### src/rtl/lsu_pkg.sv
// Shared encodings for the load/store unit: access sizes, FSM states and the latched request.
package lsu_pkg;

    localparam int unsigned MEM_BYTES_DEF = 256;
    localparam int unsigned XLEN          = 32;

    typedef enum logic [1:0] {
        SZ_BYTE = 2'b00,
        SZ_HALF = 2'b01,
        SZ_WORD = 2'b10,
        SZ_ILL  = 2'b11
    } size_e;

    typedef enum logic [2:0] {
        IDLE = 3'd0,
        ACC  = 3'd1,
        H0   = 3'd2,
        H1   = 3'd3,
        ERR  = 3'd4,
        RESP = 3'd5
    } state_e;

    typedef struct packed {
        logic              we;
        size_e             size;
        logic              uns;
        logic [XLEN-1:0]   addr;
        logic [XLEN-1:0]   wdata;
    } req_t;

    // Number of bytes an access of the given size touches (illegal treated as a word).
    function automatic logic [2:0] size_bytes(input size_e s);
        case (s)
            SZ_BYTE: size_bytes = 3'd1;
            SZ_HALF: size_bytes = 3'd2;
            default: size_bytes = 3'd4;
        endcase
    endfunction

endpackage

### src/rtl/lsu_extend.sv
// Sign/zero extension of raw load data according to the access size.
module lsu_extend
    import lsu_pkg::*;
(
    input  logic [1:0]      size,
    input  logic            uns,
    input  logic [XLEN-1:0] raw,
    output logic [XLEN-1:0] ext_c
);

    always_comb begin
        ext_c = raw;
        case (size_e'(size))
            SZ_BYTE: ext_c = {{24{raw[7] & ~uns}}, raw[7:0]};
            SZ_HALF: ext_c = {{16{raw[15] & ~uns}}, raw[15:0]};
            default: ext_c = raw;
        endcase
    end

endmodule

### src/rtl/lsu.sv
// Load/store unit in front of a 256x8 big-endian data memory; halfwords are split into two byte accesses.
module lsu
    import lsu_pkg::*;
#(
    parameter int unsigned MEM_BYTES = MEM_BYTES_DEF
)
(
    input  logic            clk,
    input  logic            reset,
    input  logic            req_valid,
    output logic            req_ready,
    input  logic            req_we,
    input  logic [1:0]      req_size,
    input  logic            req_unsigned,
    input  logic [XLEN-1:0] req_addr,
    input  logic [XLEN-1:0] req_wdata,
    output logic            resp_valid,
    output logic [XLEN-1:0] resp_rdata,
    output logic            resp_err,
    output logic            mem_we,
    output logic            mem_byte_src,
    output logic [XLEN-1:0] mem_a,
    output logic [XLEN-1:0] mem_wd,
    input  logic [XLEN-1:0] mem_rd
);

    state_e          state_q, state_d;
    req_t            req_q, req_d;
    logic [7:0]      hi_q, hi_d;
    logic            resp_valid_d, resp_err_d;
    logic [XLEN-1:0] resp_rdata_d;
    logic            mem_we_d, mem_byte_src_d;
    logic [XLEN-1:0] mem_a_d, mem_wd_d;

    size_e           req_size_e;
    logic            accept;
    logic [XLEN:0]   last_c;
    logic            req_err_c;
    logic [XLEN-1:0] ext_raw_c;
    logic [XLEN-1:0] ext_data_c;

    assign req_ready  = (state_q == IDLE);
    assign accept     = req_valid & req_ready;
    assign req_size_e = size_e'(req_size);

    // Range check on the last byte touched, widened so addresses near 2^32 cannot wrap.
    assign last_c    = {1'b0, req_addr} + 33'(size_bytes(req_size_e)) - 33'd1;
    assign req_err_c = (req_size_e == SZ_ILL)
                     | ((req_size_e == SZ_HALF) & req_addr[0])
                     | ((req_size_e == SZ_WORD) & (req_addr[1:0] != 2'b00))
                     | (last_c >= 33'(MEM_BYTES));

    assign ext_raw_c = (state_q == H1) ? {16'h0, hi_q, mem_rd[7:0]} : mem_rd;

    lsu_extend u_extend (
        .size  (req_q.size),
        .uns   (req_q.uns),
        .raw   (ext_raw_c),
        .ext_c (ext_data_c)
    );

    // Memory-side outputs are registered from the state being entered, so they are valid throughout it.
    always_comb begin
        state_d        = state_q;
        req_d          = req_q;
        hi_d           = hi_q;
        resp_valid_d   = 1'b0;
        resp_err_d     = 1'b0;
        resp_rdata_d   = '0;
        mem_we_d       = 1'b0;
        mem_byte_src_d = 1'b0;
        mem_a_d        = '0;
        mem_wd_d       = '0;
        case (state_q)
            IDLE: begin
                if (accept) begin
                    req_d = '{we: req_we, size: req_size_e, uns: req_unsigned,
                              addr: req_addr, wdata: req_wdata};
                    if (req_err_c) begin
                        state_d = ERR;
                    end else if (req_size_e == SZ_HALF) begin
                        state_d        = H0;
                        mem_we_d       = req_we;
                        mem_byte_src_d = 1'b1;
                        mem_a_d        = req_addr;
                        mem_wd_d       = {24'h0, req_wdata[15:8]};
                    end else begin
                        state_d        = ACC;
                        mem_we_d       = req_we;
                        mem_byte_src_d = (req_size_e == SZ_BYTE);
                        mem_a_d        = req_addr;
                        mem_wd_d       = (req_size_e == SZ_BYTE) ? {24'h0, req_wdata[7:0]} : req_wdata;
                    end
                end
            end
            ACC: begin
                state_d      = RESP;
                resp_valid_d = 1'b1;
                resp_rdata_d = req_q.we ? '0 : ext_data_c;
            end
            H0: begin
                state_d        = H1;
                if (!req_q.we) hi_d = mem_rd[7:0];
                mem_we_d       = req_q.we;
                mem_byte_src_d = 1'b1;
                mem_a_d        = req_q.addr + 32'd1;
                mem_wd_d       = {24'h0, req_q.wdata[7:0]};
            end
            H1: begin
                state_d      = RESP;
                resp_valid_d = 1'b1;
                resp_rdata_d = req_q.we ? '0 : ext_data_c;
            end
            ERR: begin
                state_d      = RESP;
                resp_valid_d = 1'b1;
                resp_err_d   = 1'b1;
            end
            RESP: state_d = IDLE;
            default: state_d = IDLE;
        endcase
    end

    always_ff @(posedge clk or posedge reset) begin
        if (reset) begin
            state_q      <= IDLE;
            req_q        <= '0;
            hi_q         <= '0;
            resp_valid   <= 1'b0;
            resp_err     <= 1'b0;
            resp_rdata   <= '0;
            mem_we       <= 1'b0;
            mem_byte_src <= 1'b0;
            mem_a        <= '0;
            mem_wd       <= '0;
        end else begin
            state_q      <= state_d;
            req_q        <= req_d;
            hi_q         <= hi_d;
            resp_valid   <= resp_valid_d;
            resp_err     <= resp_err_d;
            resp_rdata   <= resp_rdata_d;
            mem_we       <= mem_we_d;
            mem_byte_src <= mem_byte_src_d;
            mem_a        <= mem_a_d;
            mem_wd       <= mem_wd_d;
        end
    end

endmodule

### config.mk
export PLATFORM = sky130hd
export DESIGN_NAME = lsu
export DESIGN_NICKNAME = d
export VERILOG_FILES = /design/src/rtl/lsu_pkg.sv /design/src/rtl/lsu_extend.sv /design/src/rtl/lsu.sv
export SDC_FILE = /design/constraint.sdc
export NUM_CORES = 1
export LEC_CHECK = 0
export CORE_UTILIZATION = 51
export CTS_CLUSTER_DIAMETER = 120
export DETAILED_ROUTE_END_ITERATION = 8
export HOLD_SLACK_MARGIN = 0.03
export PLACE_DENSITY = 0.84
export SETUP_SLACK_MARGIN = 0.02
export SYNTH_ARGS = -nofsm -noshare
export SYNTH_HDL_FRONTEND = slang
export SYNTH_HIERARCHICAL = 1
export SYNTH_SLANG_ARGS = --single-unit
export TNS_END_PERCENT = 20
### constraint.sdc
create_clock -name clk -period 6.2 [get_ports clk]
set_clock_uncertainty 0.05 [all_clocks]
set_input_delay 0.62 -clock clk [delete_from_list [all_inputs] [get_ports clk]]
set_output_delay 0.62 -clock clk [all_outputs]
set_load 0.02 [all_outputs]
==> results of run 1 <==
placed cells by master, fill, tap and decap left out, types with 23 or more instances in the layout:
cell	instances
nand3_1	51
o22ai_1	32
a21oi_1	35
dfrtp_1	155
nor2_1	57
o21ai_0	51
nand2_1	210
and2_1	57
ha_1	35
xor2_1	23
inv_1	49
clkdlybuf4s50_1	203
layout make-up:
| cell class | instances | area (µm²) | area share [%] |
|---|---|---|---|
| Clock inverter | 13 | 152.6 | 1.301 |
| Multi-Input combinational cell | 772 | 4691 | 39.97 |
| Inverter | 50 | 192.7 | 1.642 |
| Timing Repair Buffer | 210 | 2097 | 17.87 |
| Sequential cell | 155 | 3879 | 33.05 |
| Tap cell | 225 | 281.5 | 2.399 |
| Clock buffer | 19 | 442.9 | 3.774 |
per-layer routing:
layer / wire length (µm) / part of all wire, %
met1: 10250 / 41
met2: 12400 / 50
met3: 1672 / 6.7
met4: 569 / 2.3
met5: 0 / 0
cells by family after synthesis:
family | count (synthesis)
buffers and inverters | 116
AND/OR/NAND/NOR | 463
AO/OA/AOI/OAI | 207
flip-flops | 155
adder cells (fa/ha/maj) | 36
multiplexers | 32
XOR/XNOR | 34
tightest hold or removal path, stage by stage (launching register included):
cell and delay, ns:
dfrtp_1 0.34, nand2_1 0.05, nand2_1 0.06
worst paths after layout:
check | endpoint | slack [ns] | cells past startpoint
setup / recovery | mem_wd[5] | 1.23 | 18
hold / removal | req_q[0] | 0.43 | 2
setup reg to reg | resp_rdata[30] | 3.25 | 5
hold reg to reg | req_q[0] | 0.43 | 2
max in group asynchronous | req_q[64] | 4.10 | 3
min in group asynchronous | mem_wd[30] | 0.71 | 2
sequential cells by signal, summed over array words and instances (netlist names):
signal	count
resp_valid	1
mem_a	32
state_q	3
mem_we	1
mem_wd	32
req_q	44
hi_q	8
resp_rdata	32
mem_byte_src	1
resp_err	1
where the power goes:
group	total [W]	switching, W	internal (W)	leakage (nW)
clock	0.00105	0.000432	0.000614	0.288
combinational	0.00105	0.000601	0.000447	2.85
sequential	0.00139	0.000193	0.00120	2.09
total	0.00349	0.00123	0.00226	5.23
through the flow:
stage / hold slack (ns) / worst slack (ns) / instance area, µm²
final: 0.4281 / 1.232 / 11740
after global routing: 0.4479 / 1.022 / 11740
after CTS: 0.4293 / 1.310 / 11740
after detailed placement: 0.4120 / 0.9123 / 11140
after global placement: 0.4079 / 1.126 / 11140
after floorplan: 0.3955 / 1.352 / 9080
==> flow_summary.yaml, run 1 <==
final_layout:
  stdcell_count: 1444
  drive_gt1_share_pct: 7.383
  nFillCells: 1378
  nets: 1345
  area_growth_pct: 29.26
  finalCoreUtilization_pct: 67.62
  n_antenna_cell: 0
status:
  outcome: "completed"
routing:
  drtAntennaViolNets: 0
  drt_iter0_markers: 446
  vias: 8269
  drc_errors: 0
  dr.pass1.iters: 5
  wl_per_cell_um: 17.24
  drt_wl_total_um: 24890
  via_per_inst: 5.726
sta:
  drv_slew: 0
  finalCritPeriodShare_pct: 80.13
  finalCriticalPeriod_ns: 4.968
  grt_setup_unrepaired: "false"
  fmax_mhz: 201.3
  hold_viol: 0
  fin_setup_tns_ns: 0
  relSlewSlack_pct: 20.12
  setup_violations: 0
  tightest_slew_ns: 1.198
global_route:
  grt_util_met3_pct: 4.153
  grt_use_total_pct: 27.57
  grtUsageMet2_pct: 47.58
  top_usage_layer: "met2"
  grt_pass1_wl_um: 39530
  grt_use_met1_pct: 34.96
  grt_pass1_vias: 7851
  grt_max_degree: 99
  antenna_found_initial: 0
  grt.overflow.total: 0
die:
  ioPinCount: 204
  die_h_um: 135.4
  rows: 48
  initial_core_util_pct: 52.31
  die_w_um: 135.4
  coreArea_um2: 17360
  die-area_um2: 18340
logic_synthesis:
  synth_top_family_by_area: "simple AND/OR/NAND/NOR gates"
  synthTopCellsByArea: "dfrtp_1 (43%), nand2_1 (8.7%), ha_1 (4.8%)"
  async_flop_share_pct: 100.0
  yosysUniqueCellTypes: 76
  yosysMostFrequentCell: "nand2_1"
  ys.warnings.count: 6
  yosys.area_share.xor_xnor_pct: 3.280
  synthSimpleGateAreaFrac_pct: 24.25
  syn_nets: 1182
  synthCells: 1043
  synth_edf_count: 0
  synth_mux_area_share_pct: 3.831
  synth-adder-area-share_pct: 5.043
  ys_seq_elements: 155
  synth_top_area_share_pct: 42.72
  synth.yosys.seq_area_share_pct: 42.72
  synth_compound_area_share_pct: 15.17
  syn_area_per_cell_um2: 8.706
  synth_top_cells_by_count: "nand2_1 (210), dfrtp_1 (155), nor2_1 (58)"
  synth_flop_cell: "dfrtp_1"
  synth_area_um2: 9080
  synth_area_leader_cell: "dfrtp_1"
clock_network:
  clkLatencyLatePin_ns: 0.42
  clk_pin_slew_worst_paths_ns: 0.07
  tritoncts: "built"
  h-tree-depth: 4
  cts-resized-gates: 0
  clockBufferDepth: 2
  cts_buffers: 17
  ctsHoldBuffers: 0
  clockRootBuffer: "clkbuf_16"
  postCtsSetupBuffers: 0
  clock-sinks: 155
place:
  dp_hpwl_um: 17770
  dp.cells: 1412
  place.gp.congestion: 0.9415
  place.port_buffers: 203
critical_path:
  path_class: "input port to register"
  worstPathCellList: "clkdlybuf4s50_1 -> nor2b_1 -> inv_1 -> ha_1 -> inv_1 -> ha_1 -> inv_1 -> fa_1 -> nor2b_1 -> o31ai_2 -> a21oi_1 -> or4_4 -> a21oi_1 -> a311oi_1 -> a2111oi_1 -> nand4_1 -> buf_12 -> o31ai_2"
  cp_max_fo: 68
  path_buf_inv: 5
  critPathLaunchType: "input port"
  crit_path_start: "req_size[0]"
  cp_common_cell: "inv_1"
  slowest_stage: "a2111oi_1"
  crit_required_ns: 6.47
  rr_startpoint: "state_q[2]"
  cpPeakStageDelay_ns: 0.73
  end_kind: "register"
  crit_family: "compound AO/OA/AOI/OAI gates"
  cp_data_arrival_time_ns: 5.23
worst_hold_path:
  min_from: "req_q[0]"
  hold_class: "register to register"
power_and_ir_drop:
  p_leak_nw: 5.226
  p_total_w: 0.003486
  ir_worst_vdd_uv: 191.1
  powerDensity_nw_per_um2: 297.0
job:
  drv_cap: 0
No activity file was read; power rests on OpenSTA's default activity.
==> run 2, diff against run 1 <==
--- a/config.mk
+++ b/config.mk
@@ -5,11 +5,11 @@
 export SDC_FILE = /design/constraint.sdc
 export NUM_CORES = 1
 export LEC_CHECK = 0
-export CORE_UTILIZATION = 51
+export CORE_UTILIZATION = 46
 export CTS_CLUSTER_DIAMETER = 120
 export DETAILED_ROUTE_END_ITERATION = 8
 export HOLD_SLACK_MARGIN = 0.03
-export PLACE_DENSITY = 0.84
+export PLACE_DENSITY = 0.8
 export SETUP_SLACK_MARGIN = 0.02
 export SYNTH_ARGS = -nofsm -noshare
 export SYNTH_HDL_FRONTEND = slang
==> constraint.sdc (replaced) <==
create_clock -name clk -period 4.5 [get_ports clk]
set_clock_uncertainty 0.05 [all_clocks]
set_input_delay 0.45 -clock clk [delete_from_list [all_inputs] [get_ports clk]]
set_output_delay 0.45 -clock clk [all_outputs]
set_load 0.02 [all_outputs]
==> run 2 against run 1 <==
Effect of this change:
- non-clock buffer count rose by 37
- core utilization decreased by 4.7 points
- via count increased by 0.77%
- critical path type unchanged
==> flow_summary.yaml, run 2 (same netlist as run 1, synthesis figures left out) <==
final_layout:
  multi_input_area_um2: 4737
  seq_area_um2: 3879
  finalCoreUtilization_pct: 62.88
  area_growth_pct: 34.34
  n_antenna_cell: 0
  nFillCells: 1663
  top_register: "req_q"
  nets: 1382
  final_cell_mix: "nand2_1 (210), clkdlybuf4s50_1 (202), dfrtp_1 (155)"
  drive_gt1_share_pct: 10.59
  largest_reg_flops: 44
  mostFrequentLayoutCell: "nand2_1"
clock_network:
  clkLatencyLatePin_ns: 0.42
  h-tree-depth: 4
  clk_pin_slew_worst_paths_ns: 0.06
  clockRootBuffer: "clkbuf_16"
  clock-sinks: 155
  tritoncts: "built"
  cts_buffers: 17
  clockBufferDepth: 2
critical_path:
  path_class: "input port to register"
  cp_max_fo: 20
  critPathLaunchType: "input port"
  crit_required_ns: 4.76
  cp_data_arrival_time_ns: 4.50
  end_kind: "register"
power_and_ir_drop:
  powerDensity_nw_per_um2: 404.0
  pwr-share-comb_pct: 30.3
  seq_power_share_pct: 38.8
  intPower_w: 0.003196
  ir_worst_vdd_uv: 209.2
  swShare_pct: 35.15
  switchingPower_w: 0.001732
  power.share.clock_pct: 31.0
  p_leak_nw: 5.474
die:
  die_w_um: 142.5
  rows: 51
  die_h_um: 142.5
  coreArea_um2: 19400
  die-area_um2: 20300
  initial_core_util_pct: 46.81
  ioPinCount: 204
sta:
  fin_ws_ns: 0.2539
  relSlewSlack_pct: 19.00
  fmax_mhz: 235.5
  setup_violations: 0
  finalCritPeriodShare_pct: 94.36
  drv_slew: 0
  finalCriticalPeriod_ns: 4.246
  tightest_slew_ns: 1.215
  fin_setup_tns_ns: 0
  hold_viol: 0
  grt_setup_unrepaired: "false"
status:
  outcome: "completed"
global_route:
  grt_max_degree: 156
  antenna_found_initial: 0
  grt.overflow.total: 0
  grt_pass1_wl_um: 41000
  grt_pass1_vias: 8158
  grt_use_total_pct: 25.83
routing:
  drc_errors: 0
  drtAntennaViolNets: 0
  dr.pass1.iters: 5
  drt_wl_total_um: 25870
  drt_iter0_markers: 498
  via_per_inst: 5.479
  vias: 8333
  wl_per_cell_um: 17.01
place:
  place.port_buffers: 203
  dp_hpwl_um: 18800
  place.gp.congestion: 0.9284
  dp_slack_ns: -0.3011
worst_hold_path:
  hold_class: "register to register"
job:
  drv_cap: 0
## run 2: per-stage QoR
| step | std cells | hold slack (ns) | instance area (µm²) | power (W) |
|---|---|---|---|---|
| floorplan | 1043 | 0.3955 | 9084 | 0.002869 |
| global placement | 1489 | 0.4070 | 11520 | 0.003339 |
| detailed placement | 1489 | 0.4134 | 11520 | 0.003395 |
| CTS | 1521 | 0.4296 | 12150 | 0.004930 |
| global route | 1521 | 0.4508 | 12200 | 0.005208 |
| finish | 1521 | 0.4277 | 12200 | 0.004928 |
## run 2: critical path, cell delays in order
cell and delay [ns]:
clkdlybuf4s50_1 0.47, nor2b_2 0.15, inv_1 0.07, ha_1 0.27, inv_1 0.04, ha_1 0.22
inv_1 0.09, fa_1 0.18, nor2b_1 0.07, o31ai_4 0.36, a21oi_2 0.12, or4_4 0.53
and2_1 0.19, a311oi_1 0.43, a2111oi_1 0.10, buf_4 0.16, nand4_1 0.10, buf_6 0.15
buf_12 0.17, buf_12 0.13, nor2_1 0.04
## run 2: worst paths after layout
| path | startpoint | to | slack (ns) | depth (start not counted) |
|---|---|---|---|---|
| worst max-delay path | req_size[0] | mem_wd[23] | 0.25 | 21 |
| worst min-delay path | req_q[2] | req_q[2] | 0.43 | 2 |
| worst max register to register | state_q[2] | resp_rdata[19] | 1.63 | 5 |
| worst min register to register | req_q[2] | req_q[2] | 0.43 | 2 |
| max in group asynchronous | reset | mem_wd[30] | 3.20 | 3 |
| min in group asynchronous | reset | resp_rdata[2] | 0.53 | 3 |
## run 2: layer usage
layer / vias up / part of all wire [%] / track usage, %
met5: - / 0 / 0
met4: 0 / 3.0 / 11.66
met3: 49 / 6.4 / 3.903
met2: 303 / 49 / 45.56
met1: 3981 / 41 / 31.03
li1: 4000 / - / -
## run 2: layout make-up
class	count	share of cell area, %
clock buffers	18	3.518
clock inverters	14	1.631
inverters	50	1.569
multi-input cells	772	38.83
flip-flops and latches	155	31.80
well taps	265	2.718
repair buffers	247	19.93
## run 2: power by group through the flow
stage / Sequential [W] / Clock, W / Combinational, W
after floorplan: 0.00192 / 0 / 0.000947
after detailed placement: 0.00193 / 0 / 0.00147
after global placement: 0.00191 / 0 / 0.00142
final: 0.00191 / 0.00153 / 0.00149
after global routing: 0.00194 / 0.00160 / 0.00166
after CTS: 0.00190 / 0.00155 / 0.00148
## run 2: what timing repair did
action | 4_1_cts | 5_1_grt
hold buffers | 0 | 0
resized for setup | 0 | 10
setup buffers | 0 | 0
endpoints found under the setup margin | 0 | 67
